<file path="src/rtl/alu_ctrl_pkg.sv">
// Shared constants and types for the ALU control sequencer: ALU function codes,
// R-type funct_ctrl encodings, ALUOp encodings and the sequencer state enum.
package alu_ctrl_pkg;

    localparam logic [5:0] ALU_ADDU  = 6'b001001;
    localparam logic [5:0] ALU_SUBU  = 6'b001010;
    localparam logic [5:0] ALU_NOR   = 6'b010011;
    localparam logic [5:0] ALU_SLTU  = 6'b101010;
    localparam logic [5:0] ALU_MULTU = 6'b011001;
    localparam logic [5:0] ALU_DIVU  = 6'b011011;

    localparam logic [5:0] FC_ADDU  = 6'b001011;
    localparam logic [5:0] FC_SUBU  = 6'b001101;
    localparam logic [5:0] FC_NOR   = 6'b100111;
    localparam logic [5:0] FC_SLTU  = 6'b101010;
    localparam logic [5:0] FC_MULTU = 6'b011001;
    localparam logic [5:0] FC_DIVU  = 6'b011011;

    typedef enum logic [1:0] {
        OP_MEM    = 2'b00,
        OP_BRANCH = 2'b01,
        OP_RTYPE  = 2'b10,
        OP_RSVD   = 2'b11
    } alu_op_e;

    typedef enum logic [1:0] {
        IDLE  = 2'd0,
        VALID = 2'd1,
        MULTI = 2'd2
    } state_e;

endpackage

</file>
<file path="src/rtl/alu_funct_decode.sv">
// Combinational decode of ALUOp/funct_ctrl into the ALU function code, an illegal
// flag, and a flag marking the multi-cycle operations (MULTU/DIVU).
module alu_funct_decode
    import alu_ctrl_pkg::*;
#(
    parameter int FUNCT_W = 6
) (
    input  logic [1:0]         alu_op,
    input  logic [FUNCT_W-1:0] funct_ctrl,
    output logic [FUNCT_W-1:0] funct,
    output logic               illegal,
    output logic               multi
);

    always_comb begin
        // NOTE: every output gets a default before the case so no path can infer a latch.
        funct   = '0;
        illegal = 1'b0;
        multi   = 1'b0;
        case (alu_op_e'(alu_op))
            OP_MEM:    funct = FUNCT_W'(ALU_ADDU);
            OP_BRANCH: funct = FUNCT_W'(ALU_SUBU);
            OP_RTYPE: begin
                case (funct_ctrl)
                    FUNCT_W'(FC_ADDU):  funct = FUNCT_W'(ALU_ADDU);
                    FUNCT_W'(FC_SUBU):  funct = FUNCT_W'(ALU_SUBU);
                    FUNCT_W'(FC_NOR):   funct = FUNCT_W'(ALU_NOR);
                    FUNCT_W'(FC_SLTU):  funct = FUNCT_W'(ALU_SLTU);
                    FUNCT_W'(FC_MULTU): begin
                        funct = FUNCT_W'(ALU_MULTU);
                        multi = 1'b1;
                    end
                    FUNCT_W'(FC_DIVU): begin
                        funct = FUNCT_W'(ALU_DIVU);
                        multi = 1'b1;
                    end
                    default: illegal = 1'b1;
                endcase
            end
            default: illegal = 1'b1;
        endcase
    end

endmodule

</file>
<file path="src/rtl/alu_control_seq.sv">
// Registered ALU control unit between ID and EX: decode, valid/ready handshakes on
// both sides, multi-cycle MULTU/DIVU sequencing with a countdown, and pipeline flush.
module alu_control_seq
    import alu_ctrl_pkg::*;
#(
    parameter int FUNCT_W = 6,
    parameter int MUL_LAT = 4,
    parameter int CNT_W   = 4
) (
    input  logic               clk,
    input  logic               rst_n,
    input  logic               flush,
    input  logic               in_valid,
    output logic               in_ready,
    input  logic [1:0]         alu_op,
    input  logic [FUNCT_W-1:0] funct_ctrl,
    output logic               out_valid,
    input  logic               out_ready,
    output logic [FUNCT_W-1:0] funct,
    output logic               mul_busy,
    output logic               illegal
);

    state_e             state, state_nx;
    logic [CNT_W-1:0]   cnt, cnt_nx;
    logic [FUNCT_W-1:0] funct_nx, dec_funct;
    logic               illegal_nx, out_valid_nx, mul_busy_nx;
    logic               dec_illegal, dec_multi;
    logic               accept;

    alu_funct_decode #(.FUNCT_W(FUNCT_W)) u_decode (
        .alu_op     (alu_op),
        .funct_ctrl (funct_ctrl),
        .funct      (dec_funct),
        .illegal    (dec_illegal),
        .multi      (dec_multi)
    );

    assign in_ready = !flush && ((state == IDLE) || (state == VALID && out_ready));
    assign accept   = in_valid && in_ready;

    always_comb begin
        state_nx     = state;
        cnt_nx       = cnt;
        funct_nx     = funct;
        illegal_nx   = illegal;
        out_valid_nx = out_valid;
        mul_busy_nx  = mul_busy;

        case (state)
            VALID: begin
                if (out_ready) begin
                    out_valid_nx = 1'b0;
                    state_nx     = IDLE;
                end
            end
            MULTI: begin
                if (cnt != '0) begin
                    cnt_nx = cnt - 1'b1;
                end else begin
                    out_valid_nx = 1'b1;
                    mul_busy_nx  = 1'b0;
                    state_nx     = VALID;
                end
            end
            default: ;
        endcase

        // Accept only happens from IDLE or a consumed VALID, so it overrides the drain above.
        if (accept) begin
            funct_nx = dec_funct;
            if (dec_multi) begin
                illegal_nx   = 1'b0;
                mul_busy_nx  = 1'b1;
                cnt_nx       = CNT_W'(MUL_LAT - 1);
                out_valid_nx = 1'b0;
                state_nx     = MULTI;
            end else begin
                illegal_nx   = dec_illegal;
                out_valid_nx = 1'b1;
                state_nx     = VALID;
            end
        end

        // Flush wins over everything, including counter completion; funct keeps its value.
        if (flush) begin
            state_nx     = IDLE;
            cnt_nx       = '0;
            illegal_nx   = 1'b0;
            out_valid_nx = 1'b0;
            mul_busy_nx  = 1'b0;
        end
    end

    always_ff @(posedge clk or negedge rst_n) begin
        if (!rst_n) begin
            state     <= IDLE;
            cnt       <= '0;
            funct     <= '0;
            illegal   <= 1'b0;
            out_valid <= 1'b0;
            mul_busy  <= 1'b0;
        end else begin
            // NOTE: non-blocking assignments so every register samples pre-edge values.
            state     <= state_nx;
            cnt       <= cnt_nx;
            funct     <= funct_nx;
            illegal   <= illegal_nx;
            out_valid <= out_valid_nx;
            mul_busy  <= mul_busy_nx;
        end
    end

endmodule

</file>
<file path="config.mk">
export PLATFORM = sky130hd
export DESIGN_NAME = alu_control_seq
export DESIGN_NICKNAME = d
export VERILOG_FILES = /design/src/rtl/alu_ctrl_pkg.sv /design/src/rtl/alu_funct_decode.sv /design/src/rtl/alu_control_seq.sv
export SDC_FILE = /design/constraint.sdc
export NUM_CORES = 1
export LEC_CHECK = 0
export CAP_MARGIN = 10
export CELL_PAD_IN_SITES_DETAIL_PLACEMENT = 1
export CELL_PAD_IN_SITES_GLOBAL_PLACEMENT = 1
export CORE_MARGIN = 5
export CORE_UTILIZATION = 30
export CTS_CLUSTER_SIZE = 28
export DETAILED_ROUTE_END_ITERATION = 16
export PLACE_DENSITY = 0.62
export SLEW_MARGIN = 5
export SYNTH_ARGS = -nofsm -noshare
export SYNTH_HDL_FRONTEND = slang
export SYNTH_HIERARCHICAL = 1
export SYNTH_SLANG_ARGS = --single-unit
</file>
<file path="constraint.sdc">
create_clock -name clk -period 4.1 [get_ports clk]
set_input_delay 0.82 -clock clk [delete_from_list [all_inputs] [get_ports clk]]
set_output_delay 0.82 -clock clk [all_outputs]
set_load 0.02 [all_outputs]
</file>
# Word level (Yosys, flattened, before mapping)
# Cells that the tools add are included.
# classes
reduce_logical	14
add_sub_neg	1
eq_ne	12
mux	31
# ops
operator	count
$pmux 6 s6	1
$mux 4	5
$pmux 6 s3	1
$mux 1	16
$eq 6x4->1 const B	2
$eq 6x5->1 const B	2
$eq 6x6->1 const B	2
$mux 2	5
$ne 4x4->1 const B	2
$reduce_bool 4->1	2
$reduce_or 6->1	1
$eq 2x1->1 const B	2
$eq 2x2->1 const B	2
$logic_not 2->1	2
$pmux 1 s2	2
$pmux 2 s2	1
$reduce_or 2->1	2
$sub 4x1->4 const B	1
$logic_and 1x1->1	3
$reduce_and 3->1	1
$reduce_bool 2->1	1
$logic_not 1->1	1
$logic_or 1x1->1	1
# totals
reg_bits	15

# Longest topological paths before layout
# depth
ltp_word	7
depth_mapped	7
depth_no_buf	7

# Modules after synthesis
# The synthesis kept the hierarchy.
# by_module_without_submodules
mod	area_per_inst_um2	cells_each	seq_area_each_um2	instances
alu_control_seq	715.7	62	350.3	1
alu_funct_decode	256.5	41	0.0	1

# Least setup slack after synthesis
# OpenSTA, ideal clock, no wires.
# synth_timing
path_kind	input -> output
start	input flush
end	output in_ready
t_required_ns	3.280
arrival_time_ns	1.234
setup_slack_ns	2.046
path_stages	2
path_buffers	1
cell_sequence	buf_6 > nor2_1
# synth_via
elab_chain_len	2
# synth_lines
element	line	rtl
from (decl)	alu_control_seq.sv:12	input logic flush,
$logic_not 1->1	alu_control_seq.sv:39	assign in_ready = !flush && ((state == IDLE) || (state == VALID && out_ready));
$logic_and 1x1->1	alu_control_seq.sv:39	
to (decl)	alu_control_seq.sv:14	output logic in_ready,
# Every way passes these cells.

# Worst setup path after layout
# Ends and elaborated chain as after synthesis.

==> results.json <==
{
  "r2r-start": "state[1]$_DFFE_PN0P_",
  "cts_hold_buf": 0,
  "core_area_sq_um": 3080,
  "critical-path-top-delay-family": "buffers and inverters",
  "synth_fp_nets": 120,
  "synth-edff-count": 0,
  "mostFrequentLayoutCell": "clkdlybuf4s50_1",
  "clock.fmax_mhz": 336,
  "grt_overflow": 0,
  "switching_share_pct": 28.4,
  "maxCapViolCount": 0,
  "synth-warning-count": 6,
  "cp_max_fo": 8,
  "powerDensity_nw_per_um2": 254,
  "drive_gt1_share_pct": 12.1,
  "antenna_found_initial": 0,
  "slew_violations": 0,
  "synth_area_sq_um": 972,
  "setup_tns_ns": 0,
  "area_delta_synth_final_pct": 27.2,
  "crit_buf_inv": 2,
  "ctsResizeCount": 0,
  "clock_latency_ns": 0.27,
  "htree_levels": 1,
  "rsz0062_at_grt": "false",
  "synth_area_leaders": "dfrtp_1, mux2_2, a21oi_1",
  "critPathKind": "input port to primary output",
  "mostFrequentLayoutCells": "clkdlybuf4s50_1, dfrtp_1, a21oi_1",
  "setup_viol": 0,
  "slowest_delay_ns": 0.61,
  "post_cts_buffers": 0,
  "worstHoldEndpoint": "illegal$_DFFE_PN0P_",
  "grt_pass1_vias": 881,
  "power.leakage_nw": 0.485,
  "drc_errors": 0,
  "first_pass_iters": 4,
  "synthArstFlopShare_pct": 100,
  "period_share_pct": 72.6,
  "synth_seq_cells": 14,
  "hold_start": "illegal$_DFFE_PN0P_",
  "hpwl_mm": 1.90,
  "initial_core_util_pct": 31.6,
  "nets": 143,
  "wire_per_inst_um": 13.9,
  "cp_common_cell": "clkdlybuf4s50_1",
  "num_rows": 20,
  "whs_path_depth": 1,
  "cts_root_buffer": "clkbuf_4",
  "grt_max_degree": 15,
  "gp_congestion": 0.763,
  "p_sw_w": 0.0000890,
  "fp.dieW_um": 66.9,
  "ant_nets": 0,
  "cts.sinks": 14,
  "finalHoldViolCount": 0,
  "r2r_cells": 5,
  "cts_tree": "built",
  "worstReg2RegEnd": "funct[2]$_DFFE_PN0N_",
  "ys_seq_area_share_pct": 36.0,
  "drt-total-wl_mm": 2.34,
  "die_height_um": 66.9,
  "post-place-ws_ns": 1.13,
  "r2r_slack_ns": 2.32,
  "vdd_drop_max_mv": 0.155,
  "synth.distinct_cells": 40,
  "end_kind": "primary output",
  "path_cells": "clkdlybuf4s50_1 > nor2_1 > clkdlybuf4s50_1",
  "arrival_ns": 2.16,
  "drt_iter0_drc": 23,
  "diodes": 0,
  "clockPowerShare_pct": 23.8,
  "num_vias": 856,
  "dieArea_sq_um": 4480,
  "path_clk_slew_ns": 0.08,
  "combPwrFrac_pct": 28.0,
  "required_ns": 3.28,
  "grt_pass1_wl_mm": 3.97,
  "syn_inst": 103,
  "pwr-share-seq_pct": 48.2,
  "clockBufferDepth": 2,
  "status": "complete, no violations",
  "avgSynthCellArea_sq_um": 9.44,
  "synth.top_cell.area_share_pct": 36.0,
  "vias_per_cell": 5.10,
  "cts-buffers-inserted": 3,
  "pin_count": 23,
  "relSlewSlack_pct": 55.2,
  "io_buffers": 22,
  "groute.usage.overall_pct": 11.5,
  "p_int_w": 0.000225,
  "critPathLaunchType": "input port",
  "finClkSkew_ns": 0.00220,
  "min_period_ns": 2.98,
  "fin_ws_ns": 1.12,
  "yosys.area.top_type": "dfrtp_1",
  "min_path_type": "flip-flop to flip-flop",
  "ys.flop_type": "dfrtp_1",
  "crit_slowest_cell": "clkdlybuf4s50_1",
  "worst_slew_pin_slew_ns": 0.670
}
[stage by stage]
stage / power [W] / area, sq um / util [%] / hold slack (ns) / cells
final: 0.000314 / 1240 / 40.2 / 0.506 / 168
after global routing: 0.000336 / 1240 / 40.2 / 0.530 / 168
after CTS: 0.000321 / 1240 / 40.2 / 0.512 / 168
after detailed placement: 0.000243 / 1210 / 39.4 / 0.493 / 165
after global placement: 0.000241 / 1210 / 39.4 / 0.493 / 165
after floorplan: 0.000200 / 972 / - / 0.521 / 103
[cell usage after synthesis, types with 2 or more instances]
library cell,instances
mux2_2,7
buf_4,3
nor3_1,5
nand3_1,2
o21bai_1,2
nand2b_1,3
nand2_1,6
o21ai_0,2
a21boi_0,2
nor3b_1,2
nor2_1,8
nand3b_1,2
ha_1,4
a21oi_1,10
inv_1,7
dfrtp_1,14
[power groups by stage]
stage	clock, W	sequential (W)	combinational, W
CTS	0.0000802	0.000152	0.0000893
finish	0.0000745	0.000151	0.0000879
detailed placement	0	0.000154	0.0000889
global placement	0	0.000154	0.0000873
floorplan	0	0.000164	0.0000357
global route	0.0000881	0.000153	0.0000949
[flip-flops by register name (all words and copies together), names as in the netlist]
name / flops
cnt: 4
funct: 6
illegal: 1
mul_busy: 1
state: 2
[routing by layer]
layer / global-route usage [%] / routed length [um] / vias up
li1: - / - / 413
met2: 19.3 / 1080 / 21
met4: 2.28 / 31 / 0
met5: 0 / 0 / -
met3: 4.72 / 158 / 4
met1: 13.7 / 1060 / 418
[worst max-delay path by stage]
stage | start | endpoint | slack, ns | cells after the start
2_1_floorplan | flush | in_ready | 2.05 | 2
3_3_place_gp | flush | in_ready | 1.13 | 3
3_5_place_dp | flush | in_ready | 1.13 | 3
4_1_cts | flush | in_ready | 1.12 | 3
5_1_grt | flush | in_ready | 1.07 | 3
6_report | flush | in_ready | 1.12 | 3
[kinds of logic after synthesis]
group                      after synthesis  synth area share (%)
adders and majority gates                4                  5.15
DFF                                     14                  36.0
other                                    1                 0.386
xor gates and xnor gates                 1                 0.901
buffers and inverters                   11                  6.18
AOI/OAI and AO/OA                       24                  16.1
and+or+nand+nor                         40                  26.1
muxes                                    8                  9.14
[worst reg2reg max path, stage by stage (launching register included)]
cell     delay [ns]
dfrtp_1        0.39
inv_1          0.11
ha_1           0.23
a21oi_2        0.10
nor3b_4        0.45
mux2_2         0.39
[final cells by class]
| cell class | count | area (sq um) |
|---|---|---|
| sequential | 14 | 350 |
| timing repair buffer | 22 | 220 |
| fill | 381 | 1840 |
| inverter | 7 | 26.3 |
| clock buffer | 3 | 22.5 |
| multi-input combinational | 78 | 562 |
| tap | 44 | 55.1 |
Note: power is estimated with default switching activity, not from simulation.
